<file path="src/rtl/mlp_train_sequencer.sv">
// Stimulus-side sequencer for the MLP block: replays a small sample memory, strobes
// training after the combinational path settles, and reports per-epoch absolute loss.
module mlp_train_sequencer #(
  parameter int INPUTS        = 2,
  parameter int OUTPUTS       = 1,
  parameter int DEPTH         = 4,
  parameter int SETTLE_CYCLES = 2,
  parameter int EPOCH_W       = 16,
  parameter int SFP_W         = 16
) (
  input  logic                              i_clk,
  input  logic                              i_rst,
  input  logic                              i_wr_en,
  input  logic [$clog2(DEPTH)-1:0]          i_wr_addr,
  input  logic [INPUTS-1:0][SFP_W-1:0]      i_wr_values,
  input  logic [OUTPUTS-1:0][SFP_W-1:0]     i_wr_expected,
  input  logic                              i_start,
  input  logic                              i_train_mode,
  input  logic [$clog2(DEPTH):0]            i_num_samples,
  input  logic [EPOCH_W-1:0]                i_num_epochs,
  input  logic                              i_abort,
  output logic [INPUTS-1:0][SFP_W-1:0]      o_mlp_values,
  output logic [OUTPUTS-1:0][SFP_W-1:0]     o_mlp_expected,
  output logic                              o_mlp_training,
  input  logic [OUTPUTS-1:0][SFP_W-1:0]     i_mlp_prediction,
  output logic                              o_busy,
  output logic                              o_pred_valid,
  output logic [$clog2(DEPTH)-1:0]          o_pred_index,
  output logic [OUTPUTS-1:0][SFP_W-1:0]     o_pred_out,
  output logic                              o_epoch_done,
  output logic [EPOCH_W-1:0]                o_epoch_index,
  output logic [SFP_W-1:0]                  o_epoch_loss,
  output logic                              o_run_done
);

  localparam int AW = $clog2(DEPTH);
  localparam int CW = $clog2(SETTLE_CYCLES + 1);
  localparam logic [SFP_W-1:0] SFP_MAX = {1'b0, {(SFP_W-1){1'b1}}};
  localparam logic [SFP_W-1:0] SFP_MIN = {1'b1, {(SFP_W-1){1'b0}}};

  typedef enum logic [2:0] {
    S_IDLE      = 3'd0,
    S_PRESENT   = 3'd1,
    S_UPDATE    = 3'd2,
    S_EPOCH_END = 3'd3,
    S_FINISH    = 3'd4
  } state_t;

  // Saturating two's-complement add.
  function automatic logic [SFP_W-1:0] sfp_add(input logic [SFP_W-1:0] a, input logic [SFP_W-1:0] b);
    logic [SFP_W-1:0] s;
    s = a + b;
    if ((a[SFP_W-1] == b[SFP_W-1]) && (s[SFP_W-1] != a[SFP_W-1])) begin
      s = a[SFP_W-1] ? SFP_MIN : SFP_MAX;
    end else begin
      s = s;
    end
    return s;
  endfunction

  function automatic logic [SFP_W-1:0] sfp_sub(input logic [SFP_W-1:0] a, input logic [SFP_W-1:0] b);
    logic [SFP_W-1:0] d;
    d = a - b;
    if ((a[SFP_W-1] != b[SFP_W-1]) && (d[SFP_W-1] != a[SFP_W-1])) begin
      d = a[SFP_W-1] ? SFP_MIN : SFP_MAX;
    end else begin
      d = d;
    end
    return d;
  endfunction

  function automatic logic [SFP_W-1:0] sfp_abs(input logic [SFP_W-1:0] a);
    logic [SFP_W-1:0] r;
    if (a == SFP_MIN) begin
      r = SFP_MAX;
    end else if (a[SFP_W-1]) begin
      r = -a;
    end else begin
      r = a;
    end
    return r;
  endfunction

  state_t                          r_state;
  state_t                          w_next_state;
  logic [INPUTS-1:0][SFP_W-1:0]    r_mem_values   [DEPTH];
  logic [OUTPUTS-1:0][SFP_W-1:0]   r_mem_expected [DEPTH];
  logic [AW-1:0]                   r_idx;
  logic [AW-1:0]                   w_idx_next;
  logic [EPOCH_W-1:0]              r_epoch;
  logic [EPOCH_W-1:0]              w_epoch_next;
  logic [CW-1:0]                   r_settle_cnt;
  logic [CW-1:0]                   w_settle_next;
  logic [SFP_W-1:0]                r_acc;
  logic [SFP_W-1:0]                w_acc_next;
  logic [SFP_W-1:0]                w_err_sum;
  logic                            r_train_mode;
  logic [AW:0]                     r_num_samples;
  logic [EPOCH_W-1:0]              r_num_epochs;
  logic [INPUTS-1:0][SFP_W-1:0]    r_mlp_values;
  logic [OUTPUTS-1:0][SFP_W-1:0]   r_mlp_expected;
  logic                            r_training;
  logic                            r_busy;
  logic                            r_pred_valid;
  logic [AW-1:0]                   r_pred_index;
  logic [OUTPUTS-1:0][SFP_W-1:0]   r_pred_out;
  logic                            r_epoch_done;
  logic [EPOCH_W-1:0]              r_epoch_index;
  logic [SFP_W-1:0]                r_epoch_loss;
  logic                            r_run_done;
  logic                            w_start_ok;
  logic                            w_last_settle;
  logic                            w_last_sample;
  logic                            w_last_epoch;
  logic                            w_capture;
  logic                            w_load_sample;

  assign w_start_ok    = i_start && (i_num_samples != '0) && (i_num_samples <= (AW+1)'(DEPTH));
  assign w_last_settle = (r_settle_cnt == CW'(SETTLE_CYCLES - 1));
  assign w_last_sample = ({1'b0, r_idx} == (r_num_samples - (AW+1)'(1)));
  assign w_last_epoch  = (({1'b0, r_epoch} + (EPOCH_W+1)'(1)) == {1'b0, r_num_epochs});
  assign w_capture     = (r_state == S_PRESENT) && w_last_settle && !i_abort;
  assign w_acc_next    = w_capture ? sfp_add(r_acc, w_err_sum) : r_acc;

  // Sample memory write port; contents deliberately survive reset.
  always_ff @(posedge i_clk) begin
    if ((r_state == S_IDLE) && i_wr_en) begin
      r_mem_values[i_wr_addr]   <= i_wr_values;
      r_mem_expected[i_wr_addr] <= i_wr_expected;
    end
  end

  // Summed absolute error of the presented sample against the MLP prediction.
  always_comb begin
    w_err_sum = '0;
    for (int k = 0; k < OUTPUTS; k++) begin
      w_err_sum = sfp_add(w_err_sum, sfp_abs(sfp_sub(r_mlp_expected[k], i_mlp_prediction[k])));
    end
  end

  // State register.
  always_ff @(posedge i_clk) begin
    if (i_rst) begin
      r_state <= S_IDLE;
    end else begin
      r_state <= w_next_state;
    end
  end

  // Next-state logic; abort beats everything except reset.
  always_comb begin
    w_next_state = r_state;
    case (r_state)
      S_IDLE: begin
        if (i_abort) begin
          w_next_state = S_IDLE;
        end else if (w_start_ok) begin
          w_next_state = (i_train_mode && (i_num_epochs == '0)) ? S_FINISH : S_PRESENT;
        end else begin
          w_next_state = S_IDLE;
        end
      end
      S_PRESENT: begin
        if (i_abort) begin
          w_next_state = S_IDLE;
        end else if (!w_last_settle) begin
          w_next_state = S_PRESENT;
        end else if (r_train_mode) begin
          w_next_state = S_UPDATE;
        end else begin
          w_next_state = w_last_sample ? S_EPOCH_END : S_PRESENT;
        end
      end
      S_UPDATE: begin
        if (i_abort) begin
          w_next_state = S_IDLE;
        end else begin
          w_next_state = w_last_sample ? S_EPOCH_END : S_PRESENT;
        end
      end
      S_EPOCH_END: begin
        if (i_abort) begin
          w_next_state = S_IDLE;
        end else begin
          w_next_state = (!r_train_mode || w_last_epoch) ? S_FINISH : S_PRESENT;
        end
      end
      S_FINISH: w_next_state = S_IDLE;
      default:  w_next_state = S_IDLE;
    endcase
  end

  // Output/datapath steering: next index, epoch, settle count and sample reload.
  always_comb begin
    w_idx_next    = r_idx;
    w_epoch_next  = r_epoch;
    w_settle_next = '0;
    case (r_state)
      S_IDLE: begin
        w_idx_next   = '0;
        w_epoch_next = '0;
      end
      S_PRESENT: begin
        if (!w_last_settle) begin
          w_settle_next = r_settle_cnt + CW'(1);
        end else if (!r_train_mode && !w_last_sample) begin
          w_idx_next = r_idx + AW'(1);
        end else begin
          w_idx_next = r_idx;
        end
      end
      S_UPDATE: begin
        if (!w_last_sample) begin
          w_idx_next = r_idx + AW'(1);
        end else begin
          w_idx_next = r_idx;
        end
      end
      S_EPOCH_END: begin
        w_idx_next = '0;
        if (w_next_state == S_PRESENT) begin
          w_epoch_next = r_epoch + EPOCH_W'(1);
        end else begin
          w_epoch_next = r_epoch;
        end
      end
      default: begin
        w_idx_next = r_idx;
      end
    endcase
    w_load_sample = (w_next_state == S_PRESENT) && ((r_state != S_PRESENT) || w_last_settle);
  end

  // Run context, accumulator and registered outputs.
  always_ff @(posedge i_clk) begin
    if (i_rst) begin
      r_idx          <= '0;
      r_epoch        <= '0;
      r_settle_cnt   <= '0;
      r_acc          <= '0;
      r_train_mode   <= 1'b0;
      r_num_samples  <= '0;
      r_num_epochs   <= '0;
      r_mlp_values   <= '0;
      r_mlp_expected <= '0;
      r_training     <= 1'b0;
      r_busy         <= 1'b0;
      r_pred_valid   <= 1'b0;
      r_pred_index   <= '0;
      r_pred_out     <= '0;
      r_epoch_done   <= 1'b0;
      r_epoch_index  <= '0;
      r_epoch_loss   <= '0;
      r_run_done     <= 1'b0;
    end else begin
      r_idx        <= w_idx_next;
      r_epoch      <= w_epoch_next;
      r_settle_cnt <= w_settle_next;
      r_acc        <= ((r_state == S_IDLE) || (r_state == S_EPOCH_END)) ? '0 : w_acc_next;
      if ((r_state == S_IDLE) && (w_next_state != S_IDLE)) begin
        r_train_mode  <= i_train_mode;
        r_num_samples <= i_num_samples;
        r_num_epochs  <= i_num_epochs;
      end
      if (w_load_sample) begin
        r_mlp_values   <= r_mem_values[w_idx_next];
        r_mlp_expected <= r_mem_expected[w_idx_next];
      end
      r_busy       <= (w_next_state != S_IDLE);
      r_training   <= (w_next_state == S_UPDATE);
      r_pred_valid <= w_capture && !r_train_mode;
      if (w_capture && !r_train_mode) begin
        r_pred_index <= r_idx;
        r_pred_out   <= i_mlp_prediction;
      end
      r_epoch_done <= (w_next_state == S_EPOCH_END);
      // Loss includes the sample captured on this same edge (inference path).
      if (w_next_state == S_EPOCH_END) begin
        r_epoch_index <= r_epoch;
        r_epoch_loss  <= w_acc_next;
      end
      r_run_done <= (w_next_state == S_FINISH);
    end
  end

  assign o_mlp_values   = r_mlp_values;
  assign o_mlp_expected = r_mlp_expected;
  assign o_mlp_training = r_training && !i_abort;
  assign o_busy         = r_busy;
  assign o_pred_valid   = r_pred_valid;
  assign o_pred_index   = r_pred_index;
  assign o_pred_out     = r_pred_out;
  assign o_epoch_done   = r_epoch_done;
  assign o_epoch_index  = r_epoch_index;
  assign o_epoch_loss   = r_epoch_loss;
  assign o_run_done     = r_run_done;

endmodule

</file>
<file path="config.mk">
export PLATFORM = sky130hd
export DESIGN_NAME = mlp_train_sequencer
export DESIGN_NICKNAME = d
export VERILOG_FILES = /design/src/rtl/mlp_train_sequencer.sv
export SDC_FILE = /design/constraint.sdc
export NUM_CORES = 1
export LEC_CHECK = 0
export CAP_MARGIN = 40
export CORE_MARGIN = 2
export CORE_UTILIZATION = 35
export DETAILED_ROUTE_END_ITERATION = 16
export PLACE_DENSITY = 0.62
export SETUP_SLACK_MARGIN = 0.05
export SLEW_MARGIN = 20
export SYNTH_ARGS = -nofsm -noshare
export SYNTH_HDL_FRONTEND = slang
export SYNTH_SLANG_ARGS = --single-unit
</file>
<file path="constraint.sdc">
create_clock -name i_clk -period 10.2 [get_ports i_clk]
set_clock_uncertainty 0.1 [all_clocks]
set_input_delay 2.04 -clock i_clk [delete_from_list [all_inputs] [get_ports i_clk]]
set_output_delay 2.04 -clock i_clk [all_outputs]
set_load 0.03 [all_outputs]
</file>
==> Word-level counts from Yosys, hierarchy flattened <==
Memories as Yosys holds them, arrays and structs flattened. A register that Yosys moved wholly into a read port is not among the register bits.
Index checks and enable logic that the tools add are counted.
{ "totals": {"ff_bits": 114, "ramBits": 192, "in_bits": 91, "output_inout_bits": 103, "word_cells": 100, "mem_count": 2} }
{ "mem_list": {"columns": ["name", "depth", "width", "rd", "rd_clocked_by_memory_dff", "write_ports", "line", "text"], "rows": [
  ["r_mem_values", 4, 32, 1, 1, 1, "86", "logic [INPUTS-1:0][SFP_W-1:0] r_mem_values [DEPTH];"],
  ["r_mem_expected", 4, 16, 1, 1, 1, "87", "logic [OUTPUTS-1:0][SFP_W-1:0] r_mem_expected [DEPTH];"]
]} }
{ "classes": {"addsub": 8, "magnitude_cmp": 1, "eq_ne": 17, "n_mux": 26, "bitwise": 1, "reduce_logical": 28} }
{ "op_table": {"columns": ["operator", "n"], "rows": [
  ["16-bit 2-to-1 mux", 8],
  ["16-bit case mux with 2 select lines", 1],
  ["16-bit by 1-bit adder with 17-bit output, second input constant", 1],
  ["17-bit by 16-bit == test with 1-bit output", 1],
  ["16-bit by 1-bit adder with 16-bit output, second input constant", 1],
  ["16-bit adder", 1],
  ["16-bit == test, second input constant", 1],
  ["16-bit logical NOT", 1],
  ["2-bit 2-to-1 mux", 8],
  ["16-bit negation", 1],
  ["16-bit subtractor", 1],
  ["3-bit 2-to-1 mux", 5],
  ["1-bit logical AND", 13],
  ["3-bit by 2-bit == test with 1-bit output, second input constant", 4],
  ["3-bit case mux with 4 select lines", 1],
  ["3-bit by 1-bit == test with 1-bit output, second input constant", 2],
  ["2-bit case mux with 3 select lines", 1],
  ["3-bit nonzero test", 2],
  ["2-bit by 1-bit adder with 2-bit output, second input constant", 2],
  ["2-bit OR reduction", 2],
  ["2-bit by 3-bit == test with 1-bit output", 1],
  ["3-bit == test, second input constant", 1],
  ["3-bit <= comparator, second input constant", 1],
  ["1-bit logical NOT", 3],
  ["13 further kinds", 18]
]} }

==> Longest topological paths before layout <==
Gate-level depths: netlist of the first run.
{ "depth": {"depth_word": 12, "depth_mapped": 31, "depth_no_buf": 28} }

==> Worst setup path before layout of the first run <==
Ideal clock, no wire load.
{ "synth_path": {"kind": "input-to-reg", "startpoint": "in i_mlp_prediction[1] (netlist name)", "endpoint": "reg r_epoch_loss[0], in the netlist o_epoch_loss[0]", "t_arrival_ns": 7.939, "t_required_ns": 10.030, "setup_slack_ns": 2.090, "cell_stages": 28, "n_path_buf": 1, "cell_sequence": "inv_1 > ha_1 > nor2b_1 > o311ai_2 > a211o_1 > a21oi_1 > o21ai_0 > nand2b_1 > a21oi_1 > fa_1 > or3b_1 > nand2_1 > nor3_1 > a311oi_2 > nand4_1 > nor4_4 > nand4_1 > buf_2 > nand2_1 > ha_1 > o21ai_0 > or3_1 > nor3_1 > o21ai_0 > nand2_1 > nor2_1 > or4_1 > a21oi_1"} }
{ "synth_between": {"elab_chain_len": 12} }
{ "synth_rtl": {"columns": ["item", "line", "text"], "rows": [
  ["start: declaration", "25", "input logic [OUTPUTS-1:0][SFP_W-1:0] i_mlp_prediction,"],
  ["16-bit subtractor (*)", "63", "d = a - b;"],
  ["1-bit inequality test", "64", "if ((a[SFP_W-1] != b[SFP_W-1]) && (d[SFP_W-1] != a[SFP_W-1])) begin"],
  ["1-bit logical AND", "64", null],
  ["16-bit 2-to-1 mux (*)", "64", null],
  ["16-bit negation", "77", "r = -a;"],
  ["16-bit 2-to-1 mux", "76", "end else if (a[SFP_W-1]) begin"],
  ["16-bit 2-to-1 mux (*)", "74", "if (a == SFP_MIN) begin"],
  ["16-bit adder", "52", "s = a + b;"],
  ["1-bit inequality test", "53", "if ((a[SFP_W-1] == b[SFP_W-1]) && (s[SFP_W-1] != a[SFP_W-1])) begin"],
  ["1-bit logical AND", "53", null],
  ["16-bit 2-to-1 mux (*)", "53", null],
  ["16-bit 2-to-1 mux (*)", "123", "assign w_acc_next = w_capture ? sfp_add(r_acc, w_err_sum) : r_acc;"],
  ["end signal: assignment", "280", "r_epoch_loss <= w_acc_next;"],
  ["end: declaration", "109", "logic [SFP_W-1:0] r_epoch_loss;"]
]} }
Mark *: on every way between the ends. The rest lies on a longest branch, timed or not.
A chain may end at the register's enable or synchronous reset.

==> Final worst setup path of the first run <==
{ "layout_path": {"startpoint": "in i_mlp_prediction[2] (netlist name)", "endpoint": "reg r_epoch_loss[0], in the netlist o_epoch_loss[0]"} }
The elaborated chain is that of the path after synthesis.

==> impl_metrics.py, run 1 <==
metrics = {
    "synth": {
        "synth-seq-cells": 354,
        "synth_nets": 1748,
        "syn_inst": 1620,
        "synth_cell_types": 83,
        "synth.avg_cell_area_um2": 10.1,
        "synth.area.top_cells": "edfxtp_1 35%, dfxtp_1 20%, nand2_1 6.4%",
        "ys.flop_type": "edfxtp_1",
        "synth_largest_area_cell": "edfxtp_1",
        "synth_warnings": 0,
        "synth_top_area_share_pct": 35.3,
        "netlist_area_mm2": 0.0163,
        "ys_seq_area_share_pct": 55.2,
        "synthArstFlopShare_pct": 0,
        "synth-edff-count": 192,
    },
    "worst_hold_path": {
        "hold_class": "register to register",
        "worstHoldEndpoint": "r_settle_cnt[0]",
        "min-delay-start": "r_settle_cnt[0]",
        "hold_depth": 1,
    },
    "setup_path": {
        "cpLargestDelayFamily": "simple AND/OR/NAND/NOR gates",
        "critPathLaunch": "i_mlp_prediction[2]",
        "worstPathMaxFanout": 12,
        "reg2reg_depth": 30,
        "critical_path_class": "input pin to register",
        "arrival_ns": 9.34,
        "slowest_stage": "fa_1",
        "regToRegStartpoint": "o_mlp_expected[0]",
        "regToRegSetupSlack_ns": 2.85,
        "start_kind": "input pin",
        "worst-path-buf-inv": 5,
        "worstPathRequired_ns": 10.60,
        "reg2reg_to": "o_epoch_loss[0]",
        "slowest_delay_ns": 0.54,
        "setup.worst_path.end_class": "register",
    },
    "power": {
        "ir_drop_v": 0.000140,
        "p_leak_nw": 7.23,
        "p_total_mw": 3.48,
        "pwr_density_cell_mw_per_mm2": 171,
    },
    "timing": {
        "layout_min_cycle_time_ns": 8.94,
        "worst_pin_slew_ns": 0.852,
        "fin_crit_sh_pct": 87.6,
        "drv_slew": 0,
        "rsz0062_at_grt": "no",
        "slew-limit-headroom_pct": 43.2,
        "hold_viol": 0,
        "setup_violations": 0,
        "timing.final.ws_setup_ns": 1.26,
        "hold_slack_ns": 0.332,
        "fin_tns_setup_ns": 0,
        "clock.fmax_mhz": 112,
    },
    "detailed_routing": {
        "drtIter0Drc": 793,
        "ant_nets": 0,
        "avgRoutedWirePerCell_um": 19.0,
        "wirelength_mm": 45.7,
        "drc": 0,
        "drt_pre_antenna_iters": 7,
        "dr_total_vias": 13000,
        "vias_per_cell": 5.40,
    },
    "finish": {
        "final_cell_mix": "276 x nand2_1, 192 x clkdlybuf4s50_1, 192 x edfxtp_1",
        "drive_above_1_share_pct": 7.27,
        "seqCellArea_mm2": 0.00901,
        "num-fill-cells": 4410,
        "final_common_cell": "nand2_1",
        "area_growth_pct": 24.5,
        "final_area_mm2": 0.0203,
        "largest_register_ffs": 128,
        "multiInputGateArea_mm2": 0.00673,
        "nets": 1897,
        "top_register": "r_mem_values",
    },
    "cts": {
        "cts_made_buffers": 41,
        "cts_tree": "yes",
        "clock_path_buffers": 3,
        "h-tree-depth": 2,
        "insertion_delay_ns": 0.57,
        "cts-root-buf": "clkbuf_16",
        "ctsHoldBuffers": 0,
        "post_cts_buffers": 0,
        "cts_num_sinks": 354,
        "cts_repair_resize_count": 0,
        "clkTransAtPathRegs_ns": 0.05,
    },
    "grt": {
        "grt_pass1_wl_mm": 70.9,
        "grt_max_degree": 80,
        "grt_pass1_vias": 12600,
        "grt_usage_pct": 18.6,
        "antenna_found_initial": 4,
        "grt-ovfl-total": 0,
    },
    "placement": {
        "port_buffers": 193,
        "hpwl_mm": 30.1,
        "gp_congestion": 0.852,
        "pre_cts_slack_ns": 0.848,
        "placed_area_mm2": 0.0188,
    },
    "die": {
        "fp.dieH_um": 220,
        "die_width_um": 220,
        "core_mm2": 0.0463,
        "dieArea_mm2": 0.0484,
        "rows": 79,
        "ioPinCount": 194,
        "start_util_pct": 35.3,
    },
    "run_status": {
        "outcome": "finished, final reports clean",
    },
    "flow_run": {
        "max-cap-violations": 0,
    },
}
## layout make-up
class | count | share of cell area [%]
Inverter | 33 | 0.622
Clock buffer | 61 | 6.01
Timing Repair Buffer | 223 | 11.0
Clock inverter | 15 | 1.12
Tap cell | 607 | 3.74
Sequential cell | 354 | 44.3
Antenna cell | 2 | 0.0246
Multi-Input combinational cell | 1116 | 33.1
## power by group
part           internal (mW)  switching, mW
registers               1.54         0.0182
clock network          0.959          0.591
logic                  0.146          0.219
total                   2.65          0.829
## worst register-to-register path: cells and delay by family (launching register included)
kind	cells	cell delay (ns)
simple gates	14	3.36
compound gates	9	1.66
fa+ha+maj	3	1.06
buf+inv	4	0.74
flops	1	0.40
## Yosys cell counts, types with 5 or more instances
cell        n
xnor2_1    18
mux2i_1    27
ha_1       34
nor2_1     91
edfxtp_1  192
dfxtp_1   162
nor4_1     20
a21o_1      9
a31o_1     10
a32oi_1    48
o211ai_1   22
or4_1       6
clkbuf_1   74
o21a_1      7
a31oi_1    11
nand2_1   277
o21ai_0    54
a21oi_1   133
o31ai_1    19
inv_1      32
o22ai_1     5
xor2_1     22
nor3_1     22
o21ai_1    32
buf_1       9
or3_1       9
and4_1      7
nand3_1    43
nor2b_1    13
buf_2      22
buf_4       8
a211oi_1    8
nand2b_1   15
and3_1     14
nand4_1    58
## stage by stage
step / std cells / utilization, %
final: 2411 / 43.9
after global routing: 2410 / 43.9
after CTS: 2408 / 43.9
after detailed placement: 2332 / 40.7
after global placement: 2325 / 40.5
after floorplan: 1620 / -
## how the worst max path moves through the flow
stage,slack (ns),endpoint,cells after the start
after global routing,0.69,o_epoch_loss[1],31
after global placement,1.0,o_epoch_loss[0],31
after floorplan,2.09,o_epoch_loss[0],28
final,1.26,o_epoch_loss[0],31
after CTS,1.41,o_epoch_loss[0],31
after detailed placement,0.85,o_epoch_loss[1],31
## routing by layer
layer / routed length [um] / GRT usage [%] / up-vias
met5: 38 / 0 / -
met4: 1000 / 5.77 / 6
met3: 2520 / 3.59 / 69
met2: 22100 / 31.2 / 338
met1: 20100 / 24.2 / 6300
li1: - / - / 6308
## kinds of logic (layout without fill, tap and decap cells)
group,count (synthesis),in the layout,share of synthesized area (%)
flip-flops,354,354,55.2
AND/OR/NAND/NOR,596,596,17.2
buffers and inverters,150,332,3.98
XOR/XNOR,40,40,2.15
AO/OA/AOI/OAI,413,413,16.7
multiplexers,30,30,1.88
adder cells (fa/ha/maj),37,37,2.97
other,0,2,0
Note: power is estimated with default switching activity, not from simulation.
==> run 2: changes to the inputs <==
--- a/config.mk
+++ b/config.mk
@@ -8,7 +8,9 @@
 export CAP_MARGIN = 40
 export CORE_MARGIN = 2
 export CORE_UTILIZATION = 35
+export CTS_BUF_LIST = sky130_fd_sc_hd__clkbuf_8
 export DETAILED_ROUTE_END_ITERATION = 16
+export GPL_ROUTABILITY_DRIVEN = 1
 export PLACE_DENSITY = 0.62
 export SETUP_SLACK_MARGIN = 0.05
 export SLEW_MARGIN = 20
==> run 2 against run 1 <==
Effect of this change:
- maximum frequency up 1.1%
- count of clock-buffer cells in the layout up 6
- first-iteration DRC count down 6.3%
- largest cell class unchanged
- via count up 1.1%
- largest power group unchanged
- routed wire length up 0.40%
- power down 6.2%
- combinational power about the same
- worst hold slack better by 0.0020 ns
- sequential share of layout area up 0.38 points
- clock power down 14%
==> impl_metrics.py, run 2 (synthesis gave the netlist of run 1 again) <==
metrics = {
    "cts": {
        "h-tree-depth": 2,
        "ctsHoldBuffers": 0,
        "clock_path_buffers": 3,
        "clkTransAtPathRegs_ns": 0.06,
        "insertion_delay_ns": 0.66,
        "cts_num_sinks": 354,
        "post_cts_buffers": 0,
        "cts-root-buf": "clkbuf_8",
        "cts_made_buffers": 59,
        "cts_tree": "yes",
        "cts_repair_resize_count": 0,
    },
    "timing": {
        "slew-limit-headroom_pct": 44.8,
        "fin_crit_sh_pct": 86.7,
        "clock.fmax_mhz": 113,
        "drv_slew": 0,
        "setup_violations": 0,
        "fin_tns_setup_ns": 0,
        "worst_pin_slew_ns": 0.826,
        "layout_min_cycle_time_ns": 8.84,
        "hold_slack_ns": 0.334,
        "rsz0062_at_grt": "no",
        "hold_viol": 0,
    },
    "setup_path": {
        "slowest_stage": "fa_1",
        "cpLargestDelayFamily": "simple AND/OR/NAND/NOR gates",
        "setup.worst_path.end_class": "register",
        "start_kind": "input pin",
        "slowest_delay_ns": 0.54,
        "critical_path_class": "input pin to register",
        "worstPathRequired_ns": 10.67,
        "critPathLaunch": "i_mlp_prediction[2]",
        "reg2reg_depth": 30,
        "regToRegStartpoint": "o_mlp_expected[0]",
        "reg2reg_to": "o_epoch_loss[1]",
        "worst-path-buf-inv": 5,
        "crit_cells": 31,
        "arrival_ns": 9.31,
        "crit_end": "o_epoch_loss[1]",
        "worstPathMaxFanout": 12,
        "regToRegSetupSlack_ns": 2.84,
    },
    "placement": {
        "hpwl_mm": 30.1,
        "port_buffers": 193,
        "gp_congestion": 0.852,
        "placed_area_mm2": 0.0188,
    },
    "power": {
        "pwr_density_cell_mw_per_mm2": 162,
        "ir_drop_v": 0.000132,
        "p_leak_nw": 7.22,
    },
    "grt": {
        "grt-ovfl-total": 0,
        "grt_usage_pct": 18.6,
        "antenna_found_initial": 4,
        "grt_pass1_wl_mm": 70.9,
        "grt_pass1_vias": 12700,
        "grt_max_degree": 80,
    },
    "die": {
        "die_width_um": 220,
        "ioPinCount": 194,
        "fp.dieH_um": 220,
        "dieArea_mm2": 0.0484,
        "rows": 79,
        "core_mm2": 0.0463,
        "start_util_pct": 35.3,
    },
    "detailed_routing": {
        "wirelength_mm": 45.9,
        "drt_pre_antenna_iters": 5,
        "drc": 0,
        "dr_total_vias": 13200,
        "avgRoutedWirePerCell_um": 18.7,
        "drtIter0Drc": 743,
        "ant_nets": 0,
        "vias_per_cell": 5.38,
    },
    "finish": {
        "drive_above_1_share_pct": 8.87,
        "largest_register_ffs": 128,
        "final_area_mm2": 0.0202,
        "final_common_cell": "nand2_1",
        "nets": 1915,
        "num-fill-cells": 4459,
        "final_cell_mix": "276 x nand2_1, 192 x clkdlybuf4s50_1, 192 x edfxtp_1",
        "top_register": "r_mem_values",
        "area_growth_pct": 23.4,
    },
    "flow_run": {
        "max-cap-violations": 0,
    },
    "worst_hold_path": {
        "hold_class": "register to register",
    },
    "run_status": {
        "outcome": "finished, final reports clean",
    },
}
## run 2: cell types whose count changed in the layout (fill, tap and decap cells not counted)
cell | before | now
clkinv_1 | 3 | 2
inv_6 | 1 | 2
clkbuf_1 | 9 | 0
inv_4 | 2 | 1
clkinvlp_4 | 0 | 6
clkbuf_16 | 42 | 0
clkbuf_8 | 10 | 67
clkinv_2 | 5 | 17
inv_1 | 31 | 45
clkinv_16 | 1 | 0
## run 2: worst min-delay path by stage
stage,from,to,slack (ns),cells past startpoint
after floorplan,r_settle_cnt[0],r_settle_cnt[0],0.31,1
after global placement,r_settle_cnt[0],r_settle_cnt[0],0.32,1
after detailed placement,r_settle_cnt[0],r_settle_cnt[0],0.33,1
after CTS,r_settle_cnt[0],r_settle_cnt[0],0.33,1
after global routing,r_settle_cnt[0],r_settle_cnt[0],0.36,1
final,r_settle_cnt[0],r_settle_cnt[0],0.33,1
## run 2: area by class of cell
cell class / count / area [um^2] / share of cell area [%]
sequential: 354 / 9010 / 44.7
multi-input combinational: 1116 / 6730 / 33.4
timing repair buffer: 223 / 2250 / 11.1
clock buffer: 67 / 922 / 4.58
tap: 607 / 759 / 3.77
clock inverter: 45 / 354 / 1.76
inverter: 33 / 126 / 0.627
antenna: 2 / 5.00 / 0.0248
## run 2: report_power, final
group | total, mW | switching [mW] | internal, mW
combinational | 0.365 | 0.219 | 0.146
sequential | 1.56 | 0.0183 | 1.54
clock | 1.33 | 0.598 | 0.737
total | 3.26 | 0.835 | 2.43
## run 2: routing by layer
metal,global-route usage [%],part of all wire [%],vias to the layer above
met2,31.0,48,382
met3,4.22,5.9,71
met4,4.79,1.7,6
li1,-,-,6356
met5,0,0.087,-
met1,24.3,44,6345
## run 2: per-stage QoR
stage          power (mW)  setup WS, ns  util, %  cells
5_1_grt              3.40         0.789     43.6   2446
4_1_cts              3.30          1.50     43.5   2444
3_3_place_gp         1.95         0.997     40.5   2325
2_1_floorplan        1.81          2.09        -   1620
3_5_place_dp         1.95         0.848     40.7   2332
6_report             3.26          1.36     43.6   2447
==> run 3: changes to the inputs <==
--- a/config.mk
+++ b/config.mk
@@ -12,6 +12,7 @@
 export DETAILED_ROUTE_END_ITERATION = 16
 export GPL_ROUTABILITY_DRIVEN = 1
 export PLACE_DENSITY = 0.62
+export REMOVE_ABC_BUFFERS = 1
 export SETUP_SLACK_MARGIN = 0.05
 export SLEW_MARGIN = 20
 export SYNTH_ARGS = -nofsm -noshare
==> run 3 against run 2 <==
Effect of this change:
- setup slack worse by 0.13 ns
- sequential share of layout area down 0.15 points
- largest power group unchanged
- register-to-register slack worse by 0.09 ns
==> impl_metrics.py, run 3 (synthesis gave the netlist of run 1 again) <==
metrics = {
    "cts": {
        "cts-root-buf": "clkbuf_8",
        "h-tree-depth": 2,
        "post_cts_buffers": 0,
        "cts_made_buffers": 58,
        "cts_repair_resize_count": 0,
        "clock_path_buffers": 3,
        "insertion_delay_ns": 0.66,
        "ctsHoldBuffers": 0,
        "cts_tree": "yes",
        "clkTransAtPathRegs_ns": 0.06,
        "cts_num_sinks": 354,
    },
    "placement": {
        "dp_cells": 2332,
        "port_buffers": 193,
        "hpwl_mm": 29.4,
        "gp_congestion": 0.841,
    },
    "grt": {
        "grt-ovfl-total": 0,
        "grt_usage_pct": 18.6,
        "grt_pass1_wl_mm": 71.1,
        "antenna_found_initial": 8,
        "grt_max_degree": 69,
        "grt_pass1_vias": 12900,
    },
    "detailed_routing": {
        "avgRoutedWirePerCell_um": 18.5,
        "drc": 0,
        "dr_total_vias": 13200,
        "drtIter0Drc": 807,
        "wirelength_mm": 45.4,
        "drt_pre_antenna_iters": 5,
        "ant_nets": 0,
        "vias_per_cell": 5.39,
    },
    "die": {
        "fp.dieH_um": 220,
        "die_width_um": 220,
        "core_mm2": 0.0463,
        "rows": 79,
        "dieArea_mm2": 0.0484,
        "start_util_pct": 35.3,
        "ioPinCount": 194,
    },
    "run_status": {
        "outcome": "finished, final reports clean",
    },
    "timing": {
        "fin_tns_setup_ns": 0,
        "worst_pin_slew_ns": 0.781,
        "hold_viol": 0,
        "rsz0062_at_grt": "no",
        "drv_slew": 0,
        "clock.fmax_mhz": 111,
        "slew-limit-headroom_pct": 47.3,
        "fin_crit_sh_pct": 88.0,
        "setup_violations": 0,
        "layout_min_cycle_time_ns": 8.97,
    },
    "setup_path": {
        "start_kind": "input pin",
        "worstPathRequired_ns": 10.68,
        "worstPathMaxFanout": 12,
        "reg2reg_depth": 28,
        "slowest_delay_ns": 0.55,
        "arrival_ns": 9.45,
        "setup.worst_path.end_class": "register",
        "slowest_stage": "clkdlybuf4s50_1",
        "critical_path_class": "input pin to register",
    },
    "power": {
        "ir_drop_v": 0.000108,
        "p_leak_nw": 7.25,
        "pwr_density_cell_mw_per_mm2": 163,
    },
    "finish": {
        "fin_cells": 2446,
        "final_common_cell": "nand2_1",
        "area_growth_pct": 23.8,
        "largest_register_ffs": 128,
        "nets": 1916,
        "top_register": "r_mem_values",
        "drive_above_1_share_pct": 8.98,
        "final_cell_mix": "276 x nand2_1, 192 x clkdlybuf4s50_1, 192 x edfxtp_1",
    },
    "flow_run": {
        "max-cap-violations": 0,
    },
    "worst_hold_path": {
        "hold_depth": 1,
        "hold_class": "register to register",
    },
}
-- run 3: changes by cell type in the layout (fill, tap and decap cells not counted), sizes merged --
cell / change
buf: +2
clkbuf: +4
clkinv: +3
clkinvlp: -4
inv: -6
-- run 3: path summary, 6_finish.rpt --
check | startpoint | to | slack [ns]
min reg2reg | r_settle_cnt[0] | r_settle_cnt[0] | 0.34
max reg2reg | o_mlp_expected[2] | o_epoch_loss[0] | 2.75
max | i_mlp_prediction[2] | o_epoch_loss[0] | 1.23
min | r_settle_cnt[0] | r_settle_cnt[0] | 0.34
-- run 3: cell type report --
cell class / instances / area [um^2]
fillers: 4480 / 26000
multi-input cells: 1116 / 6740
clock buffers: 71 / 977
flip-flops and latches: 354 / 9010
repair buffers: 225 / 2270
clock inverters: 38 / 332
inverters: 33 / 126
well taps: 607 / 759
diodes: 2 / 5.00
-- run 3: metrics by stage --
step | utilization, % | power [mW] | hold WS (ns) | setup WS [ns] | area [um^2]
floorplan | - | 1.80 | 0.306 | 1.35 | 15800
global placement | 40.5 | 1.94 | 0.315 | 0.822 | 18700
detailed placement | 40.8 | 1.95 | 0.336 | 0.585 | 18900
CTS | 43.6 | 3.34 | 0.345 | 1.31 | 20200
global route | 43.7 | 3.43 | 0.353 | 0.699 | 20200
finish | 43.7 | 3.29 | 0.336 | 1.23 | 20200
-- run 3: metal layers --
layer | track usage (%) | part of all wire, %
met2 | 31.5 | 48
met1 | 23.3 | 43
met3 | 4.33 | 6.1
met5 | 0 | 0.18
met4 | 6.38 | 2.8
-- run 3: critical path: cells and delay by family --
family	cells	cell delay (ns)
AND/OR/NAND/NOR	14	3.51
adder cells (fa/ha/maj)	3	1.16
buffers and inverters	4	1.02
AO/OA/AOI/OAI	9	1.70
-- run 3: report_power, final --
group	total, mW	switching, mW	leakage [nW]	internal (mW)
registers	1.56	0.0177	3.07	1.54
clock network	1.37	0.607	0.717	0.766
logic	0.361	0.215	3.46	0.146
total	3.29	0.840	7.25	2.46
